==> config.mk <==
export PLATFORM = sky130hd
export DESIGN_NAME = pipeline_control
export DESIGN_NICKNAME = d
export VERILOG_FILES = /design/src/rtl/pipeline_control.sv
export SDC_FILE = /design/constraint.sdc
export NUM_CORES = 1
export LEC_CHECK = 0
export ABC_AREA = 1
export CAP_MARGIN = 20
export CORE_UTILIZATION = 32
export CTS_CLUSTER_SIZE = 12
export DETAILED_ROUTE_END_ITERATION = 8
export PLACE_DENSITY = 0.88
export SYNTH_ARGS = -nofsm -noshare
export SYNTH_HDL_FRONTEND = slang
export SYNTH_SLANG_ARGS = --single-unit
==> constraint.sdc <==
create_clock -name clk -period 1.9 [get_ports clk]
set_input_delay 0.38 -clock clk [delete_from_list [all_inputs] [get_ports clk]]
set_output_delay 0.38 -clock clk [all_outputs]
set_load 0.005 [all_outputs]
==> src/rtl/pipeline_control.sv <==
// Pipeline hazard controller: redirect flush, load-use stall and memory-busy freeze.
// Optional performance counters are enabled by defining PIPELINE_CONTROL_PERF_EN.
module pipeline_control #(
  parameter int FLUSH_DEPTH = 2,
  parameter int LOAD_STALL  = 1
) (
  input  logic        clk,
  input  logic        rst,
  input  logic        ex_wb_pc,
  input  logic [31:0] ex_wb_pc_data,
  input  logic [4:0]  ex_mem_command,
  input  logic [4:0]  ex_reg_d,
  input  logic [4:0]  id_reg_s0,
  input  logic [4:0]  id_reg_s1,
  input  logic        id_use_s0,
  input  logic        id_use_s1,
  input  logic        mem_busy,
  output logic        stop,
  output logic        stall_front,
  output logic        bubble_if,
  output logic        bubble_id,
  output logic        pc_load,
  output logic [31:0] pc_load_data,
  output logic [1:0]  ctrl_state
`ifdef PIPELINE_CONTROL_PERF_EN
  ,
  output logic [31:0] perf_stall_cnt,
  output logic [31:0] perf_flush_cnt
`endif
);

  localparam logic [1:0] RUN    = 2'b00;
  localparam logic [1:0] FLUSH  = 2'b01;
  localparam logic [1:0] LSTALL = 2'b10;

  localparam logic [2:0] FLUSH_LOAD = 3'(FLUSH_DEPTH - 1);
  localparam logic [2:0] STALL_LOAD = 3'(LOAD_STALL - 1);

  logic [1:0] state, nxt_state;
  logic [2:0] cnt, nxt_cnt;
  logic       load_use;
  logic       unused_cmd;

  assign unused_cmd = ^ex_mem_command[4:2];

  assign load_use = (ex_mem_command[1:0] == 2'b01) && (ex_reg_d != 5'd0) &&
                    ((id_use_s0 && (id_reg_s0 == ex_reg_d)) ||
                     (id_use_s1 && (id_reg_s1 == ex_reg_d)));

  assign ctrl_state = state;

  always_comb begin
    nxt_state    = state;
    nxt_cnt      = cnt;
    stop         = 1'b0;
    stall_front  = 1'b0;
    bubble_if    = 1'b0;
    bubble_id    = 1'b0;
    pc_load      = 1'b0;
    pc_load_data = 32'd0;
    if (rst) begin
      nxt_state = RUN;
      nxt_cnt   = 3'd0;
    end else if (mem_busy) begin
      stop = 1'b1;
    end else begin
      case (state)
        RUN, LSTALL: begin
          // A redirect overrides any stall: the stalled instruction is on the wrong path.
          if (ex_wb_pc) begin
            pc_load      = 1'b1;
            pc_load_data = ex_wb_pc_data;
            bubble_if    = 1'b1;
            bubble_id    = 1'b1;
            nxt_cnt      = FLUSH_LOAD;
            nxt_state    = (FLUSH_DEPTH > 1) ? FLUSH : RUN;
          end else if (state == RUN) begin
            if (load_use) begin
              stall_front = 1'b1;
              bubble_id   = 1'b1;
              nxt_cnt     = STALL_LOAD;
              nxt_state   = (LOAD_STALL > 1) ? LSTALL : RUN;
            end
          end else begin
            stall_front = 1'b1;
            bubble_id   = 1'b1;
            if (cnt <= 3'd1) begin
              nxt_cnt   = 3'd0;
              nxt_state = RUN;
            end else begin
              nxt_cnt = cnt - 3'd1;
            end
          end
        end
        FLUSH: begin
          bubble_if = 1'b1;
          if (cnt <= 3'd1) begin
            nxt_cnt   = 3'd0;
            nxt_state = RUN;
          end else begin
            nxt_cnt = cnt - 3'd1;
          end
        end
        default: begin
          nxt_state = RUN;
          nxt_cnt   = 3'd0;
        end
      endcase
    end
  end

  always_ff @(posedge clk or posedge rst) begin
    if (rst) begin
      state <= RUN;
      cnt   <= 3'd0;
    end else begin
      state <= nxt_state;
      cnt   <= nxt_cnt;
    end
  end

`ifdef PIPELINE_CONTROL_PERF_EN
  always_ff @(posedge clk or posedge rst) begin
    if (rst) begin
      perf_stall_cnt <= 32'd0;
      perf_flush_cnt <= 32'd0;
    end else begin
      if (stall_front || stop) perf_stall_cnt <= perf_stall_cnt + 32'd1;
      if (pc_load)             perf_flush_cnt <= perf_flush_cnt + 32'd1;
    end
  end
`endif

endmodule

==> results.tsv, run 1 <==
metric	value	unit
max cap viols	0	
Slew HR	87.1	%
Achievable Freq	0.543	GHz
max incr delay on CP	0.25	ns
initial antenna violation count	0	
initial drt markers	34	
Reg2Reg Setup Slack	0.49	ns
setup violators final	0	
crit share post-route	96.8	%
setup_tns	0	ns
Detailed Route WL	3.36	mm
TritonCTS buffer count	3	
Final HPWL DP	2.71	mm
RSZ-0062 raised after global routing	true	
Synth Warn #	0	
GR Overflow Total	0	
GPL Wtd Cong	0.855	
multi-input logic area	591	um2
Non-Filler Instances	328	
die area	3190	um2
Post-CTS Hold Buffers	0	
Power, Total	0.536	mW
largest net degree at the start of global routing	21	
first-pass GRT wire length	5.26	mm
row count	19	
Die X	56.5	um
fillers	248	
number of H-tree levels	1	
Layout area overhead	106	%
delay-heaviest family, CP	buffers and inverters	
Final min period	1.84	ns
via count	1395	
Placed Instances	321	
FF-to-FF Start	ctrl_state[0]	
worst reg2reg endpoint	cnt[2]	
Synthesized Nets	244	
Final ANT Viol Nets	0	
P per Cell Area	274	nW/um2
cell breakdown of the critical path	dlygate4sd2_1 > nor2_2 > inv_2 > nor2_4 > inv_4 > buf_6 > nor2_2 > dlygate4sd2_1	
Post-Syn Area	951	um2
drt drc	0	
Storage cell area	125	um2
worst vdd ir	484	uV
Synth cell types	22	
average size of a mapped cell	5.17	um2
Worst Setup Start Kind	input pin	
Critical Path RT	1.52	ns
worst r2r path cells	9	
Root Driver	clkbuf_4	
clock skew	0.000286	ns
Worst-Margin Slew	0.193	ns
Final Hold Slack	0.421	ns
initial core utilization	34.2	%
WS Path Type	in -> out	
layout cell share with drive strength beyond 1	29.3	%
status	finished clean	
DR vias/cell	4.25	
clock latency on the worst-skew pair	0.24	ns
DR WL/cell	10.2	um
Critical Path Fanout Max	6	
vias in the first global route	1239	
Critical path buffers and inverters	5	
Post-Syn Instances	184	
buffer depth of the longest clock path	2	
Nets	358	
CTS tree	yes	
crit path launch	rst	
I/O Pins	97	
CP Capture Type	primary output	
CP Data Arrival Time	1.46	ns
WP depth	8	
total routing usage reported by global routing	20.0	%
#FFs+latches synth	5	
Slowest-stage cell, CP	dlygate4sd2_1	
Final Max Tran Viols	0	
Min-Delay Path Class	in -> async	
CTS Sinks	5	
final hold vios	0	
DRT Pass-1 Iters	4	
Die Ht	56.5	um
Clock Pin Slew Worst Setup and Hold Paths	0.04	ns
Antenna diodes	0	
Core ar.	2780	um2
CP Capture Point	pc_load_data[4]	
IO Port Bufs	93	
static leakage	1.21	nW
register area share after synthesis	13.2	%
## tightest hold or removal path, delay by kind of cell
family / cells / cell delay, ns
buffers and inverters: 4 / 0.61
## synth_stat cells (all sizes together)
master  count  area (um2)
a211oi      1        7.51
nor2       51         239
nand4       2        12.5
nor3        2        10.0
xnor2       1        8.76
dfrtp       5         125
buf         3        33.8
o21bai      1        7.51
o211ai      1        7.51
nand2      46         183
ha          2        25.0
nand3       9        62.6
inv        57         214
nand3b      1        7.51
clkinv      2        7.51
## per-layer routing
layer / wire length (um) / track usage, % / vias to the layer above
met3: 269 / 3.46 / 2
met4: 14 / 5.57 / 0
met2: 1700 / 36.6 / 61
met5: 0 / 0 / -
met1: 1380 / 23.6 / 591
li1: - / - / 741
## registers in the layout, summed over array words and instances, names as in the netlist
| name | count |
|---|---|
| ctrl_state | 2 |
| cnt | 3 |
## area by class of cell
type / instances / area share, %
Tap cell: 31 / 1.98
Clock buffer: 4 / 1.34
Inverter: 59 / 11.4
Sequential cell: 5 / 6.39
Timing Repair Buffer: 112 / 48.7
Multi-Input combinational cell: 117 / 30.1
## placed cells by master (no fill, tap or decap), types with 2 or more instances in the layout
| cell type | count |
|---|---|
| nand3_1 | 7 |
| nor2_1 | 31 |
| ha_1 | 2 |
| clkinv_1 | 2 |
| nor3_1 | 2 |
| nand4_1 | 2 |
| inv_1 | 47 |
| clkbuf_2 | 26 |
| dlymetal6s2s_1 | 2 |
| nor2_2 | 18 |
| dfrtp_1 | 5 |
| buf_2 | 2 |
| clkbuf_4 | 3 |
| dlygate4sd2_1 | 15 |
| inv_2 | 9 |
| nand2_1 | 43 |
| nor2_4 | 2 |
| buf_4 | 16 |
| nand2_2 | 2 |
| clkdlybuf4s50_1 | 37 |
| clkdlybuf4s15_1 | 10 |
## kinds of logic (layout without fill, tap and decap cells)
group / after synthesis / after routing / share of synthesized area [%]
flip-flops: 5 / 5 / 13.2
adder cells (fa/ha/maj): 2 / 2 / 2.63
buffers and inverters: 62 / 175 / 26.8
AND/OR/NAND/NOR: 111 / 111 / 54.1
AO/OA/AOI/OAI: 3 / 3 / 2.37
XOR/XNOR: 1 / 1 / 0.921
## worst min-delay path by stage
stage                 from            end  slack, ns
finish                 rst  ctrl_state[0]       0.42
global placement    cnt[1]         cnt[1]       0.49
detailed placement  cnt[1]         cnt[1]       0.51
floorplan              rst         cnt[0]       0.17
global route           rst  ctrl_state[0]       0.46
CTS                    rst         cnt[0]       0.41
## power by group
| part | leakage [nW] | total (mW) | internal (mW) | switching [mW] |
|---|---|---|---|---|
| Clock | 0.0150 | 0.118 | 0.0791 | 0.0388 |
| Combinational | 1.12 | 0.303 | 0.175 | 0.128 |
| Sequential | 0.0690 | 0.115 | 0.111 | 0.00460 |
## metrics by stage
stage	instance area, um2	util (%)	worst slack (ns)
after detailed placement	2020	72.6	-0.551
after global placement	2020	72.6	-0.553
after CTS	2000	71.8	0.00379
final	1960	70.4	0.0600
after floorplan	951	-	0.471
after global routing	1960	70.4	-0.0210
## timing repair
action / in CTS / in global routing
gates cloned: 0 / 1
setup endpoints to repair: 37 / 34
resized for setup: 68 / 67
pin swaps: 11 / 10
setup buffers: 1 / 1
No activity file was read; power rests on OpenSTA's default activity.
==> run 2, diff against run 1 <==
--- a/config.mk
+++ b/config.mk
@@ -7,10 +7,10 @@
 export LEC_CHECK = 0
 export ABC_AREA = 1
 export CAP_MARGIN = 20
-export CORE_UTILIZATION = 32
+export CORE_UTILIZATION = 29
 export CTS_CLUSTER_SIZE = 12
 export DETAILED_ROUTE_END_ITERATION = 8
-export PLACE_DENSITY = 0.88
+export PLACE_DENSITY = 0.81
 export SYNTH_ARGS = -nofsm -noshare
 export SYNTH_HDL_FRONTEND = slang
 export SYNTH_SLANG_ARGS = --single-unit
==> constraint.sdc (replaced) <==
create_clock -name clk -period 2 [get_ports clk]
set_input_delay 0.4 -clock clk [delete_from_list [all_inputs] [get_ports clk]]
set_output_delay 0.4 -clock clk [all_outputs]
set_load 0.005 [all_outputs]
==> run 2 against run 1 <==
  * Count of clock-buffer cells in the layout unchanged
  * Critical path depth unchanged
  * Combinational power decreased by 6%
  * First-iteration DRC count decreased by 29%
  * Die area increased by 10%
==> results.tsv, run 2 (same netlist as run 1, synthesis figures left out) <==
metric	value	unit	change
Switch Pwr	0.163	mW	was 0.172 mW
CTS Sinks	5		unchanged
Final Util	65.7	%	was 70.4%
static leakage	1.27	nW	was 1.21 nW
worst vdd ir	458	uV	was 484 uV
number of H-tree levels	1		unchanged
Biggest register	cnt		unchanged
pre-CTS setup slack	-0.534	ns	was -0.551 ns
cell breakdown of the critical path	dlygate4sd2_1 > nor2_2 > inv_2 > nor2_4 > inv_4 > buf_12 > nor2_1 > dlygate4sd2_1		was dlygate4sd2_1 > nor2_2 > inv_2 > nor2_4 > inv_4 > buf_6 > nor2_2 > dlygate4sd2_1
Sw Share	31.9	%	was 32.0%
DR vias/cell	4.09		was 4.25
Non-Filler Instances	339		was 328
final hold vios	0		unchanged
Core ar.	3080	um2	was 2780 um2
max incr delay on CP	0.25	ns	about the same
max cap viols	0		unchanged
delay-heaviest family, CP	buffers and inverters		unchanged
I/O Pins	97		unchanged
WS Path Type	in -> out		unchanged
Comb pwr share	55.8	%	was 56.5%
buffer depth of the longest clock path	2		unchanged
DR WL/cell	8.87	um	was 10.2 um
Worst Setup Start Kind	input pin		unchanged
status	finished clean		unchanged
P per Cell Area	253	nW/um2	was 274 nW/um2
Post-CTS Hold Buffers	0		unchanged
Clock Pin Slew Worst Setup and Hold Paths	0.04	ns	about the same
Nets	356		was 358
setup ws final	0.0801	ns	was 0.0600 ns
via count	1388		was 1395
Placed Instances	333		was 321
IO Port Bufs	93		unchanged
clock share of power	22.8	%	was 22.0%
initial core utilization	30.9	%	was 34.2%
Final HPWL DP	2.67	mm	was 2.71 mm
Final ANT Viol Nets	0		unchanged
TritonCTS buffer count	3		unchanged
fillers	308		was 248
clock latency on the worst-skew pair	0.24	ns	about the same
multi-input logic area	581	um2	was 591 um2
CTS tree	yes		unchanged
total routing usage reported by global routing	16.3	%	was 20.0%
Detailed Route WL	3.01	mm	was 3.36 mm
max FFs per register	3		unchanged
crit path launch	rst		unchanged
CP most frequent cell	dlygate4sd2_1		
Die X	59.3	um	was 56.5 um
FF-to-FF Start	cnt[0]		was ctrl_state[0]
Final min period	1.92	ns	
layout cell share with drive strength beyond 1	20.0	%	was 29.3%
initial drt markers	24		was 34
die area	3510	um2	was 3190 um2
GPL Wtd Cong	0.857		was 0.855
crit share post-route	96.0	%	
Worst-Margin Slew	0.201	ns	was 0.193 ns
CP Data Arrival Time	1.52	ns	was 1.46 ns
most common cell after layout, fill and taps aside	inv_1		unchanged
clock skew	0.000249	ns	was 0.000286 ns
row count	20		was 19
Final Max Tran Viols	0		unchanged
largest net degree at the start of global routing	15		was 21
commonest cells after routing, fill and taps aside	48 x inv_1, 44 x nand2_1, 39 x dlygate4sd2_1		was 47 x inv_1, 43 x nand2_1, 37 x clkdlybuf4s50_1
Reg power frac	21.4	%	was 21.5%
drt drc	0		unchanged
vias in the first global route	1107		was 1239
Die Ht	59.3	um	was 56.5 um
initial antenna violation count	0		unchanged
Slowest-stage cell, CP	dlygate4sd2_1		unchanged
Achievable Freq	0.521	GHz	
P_int	0.348	mW	was 0.364 mW
setup violators final	0		unchanged
Storage cell area	125	um2	unchanged
Root Driver	clkbuf_4		unchanged
Antenna diodes	0		unchanged
Layout area overhead	113	%	was 106%
Critical Path RT	1.60	ns	was 1.52 ns
CP Capture Type	primary output		unchanged
Critical path buffers and inverters	5		unchanged
Slew HR	86.6	%	was 87.1%
Critical Path Fanout Max	14		was 6
Min-Delay Path Class	in -> async		unchanged
GR Overflow Total	0		unchanged
first-pass GRT wire length	4.54	mm	was 5.26 mm
DRT Pass-1 Iters	4		unchanged
run 2: changes by cell type in the layout (fill, tap and decap cells not counted), moves of 2 or more:
cell	previous run	this run
clkbuf_2	26	5
nor2_2	18	15
clkdlybuf4s15_1	10	8
dlygate4sd2_1	15	39
nor2_1	31	34
buf_4	16	13
run 2: routing by layer:
layer | wire (um) | track usage (%)
met2 | 1450 | 29.7
met3 | 320 | 4.15
met4 | 8 | 1.70
met1 | 1230 | 19.6
met5 | 0 | 0
run 2: worst min-delay path, stage by stage:
cell and delay [ns]:
dlygate4sd2_1 0.25, buf_4 0.14, inv_1 0.06, buf_4 0.14
run 2: final timing paths:
path	end	slack [ns]	depth (start not counted)
max in group asynchronous	cnt[0]	1.46	4
worst max register to register	cnt[1]	0.66	7
worst min register to register	cnt[1]	0.51	2
worst max-delay path	pc_load_data[30]	0.08	8
worst min-delay path	ctrl_state[1]	0.43	4
min in group clk	cnt[1]	0.51	2
run 2: layout make-up:
cell class                      count  share of cell area [%]
Clock buffer                        4                    1.30
Inverter                           59                    11.1
Timing Repair Buffer              110                    50.0
Tap cell                           44                    2.72
Sequential cell                     5                    6.19
Multi-Input combinational cell    117                    28.7
run 2: per-stage QoR:
step	cell area, um2	TNS (ns)	hold slack [ns]	total power [mW]
after floorplan	951	0	0.187	0.223
after global placement	2040	-14.90	0.489	0.416
after detailed placement	2040	-15.21	0.496	0.421
after CTS	2030	-0.00142	0.430	0.517
after global routing	2020	-0.00148	0.456	0.555
final	2020	0	0.433	0.512
run 2: what timing repair did:
action	CTS	global route
hold endpoints to repair	0	0
setup endpoints to repair	37	6
setup buffers	1	1
gates resized for setup	67	20
pin swaps	13	8
run 2: power groups by stage:
stage / Sequential, mW / Combinational [mW] / Clock [mW]
global placement: 0.110 / 0.306 / 0
finish: 0.109 / 0.286 / 0.117
detailed placement: 0.110 / 0.311 / 0
global route: 0.110 / 0.316 / 0.130
floorplan: 0.111 / 0.112 / 0
CTS: 0.109 / 0.287 / 0.120
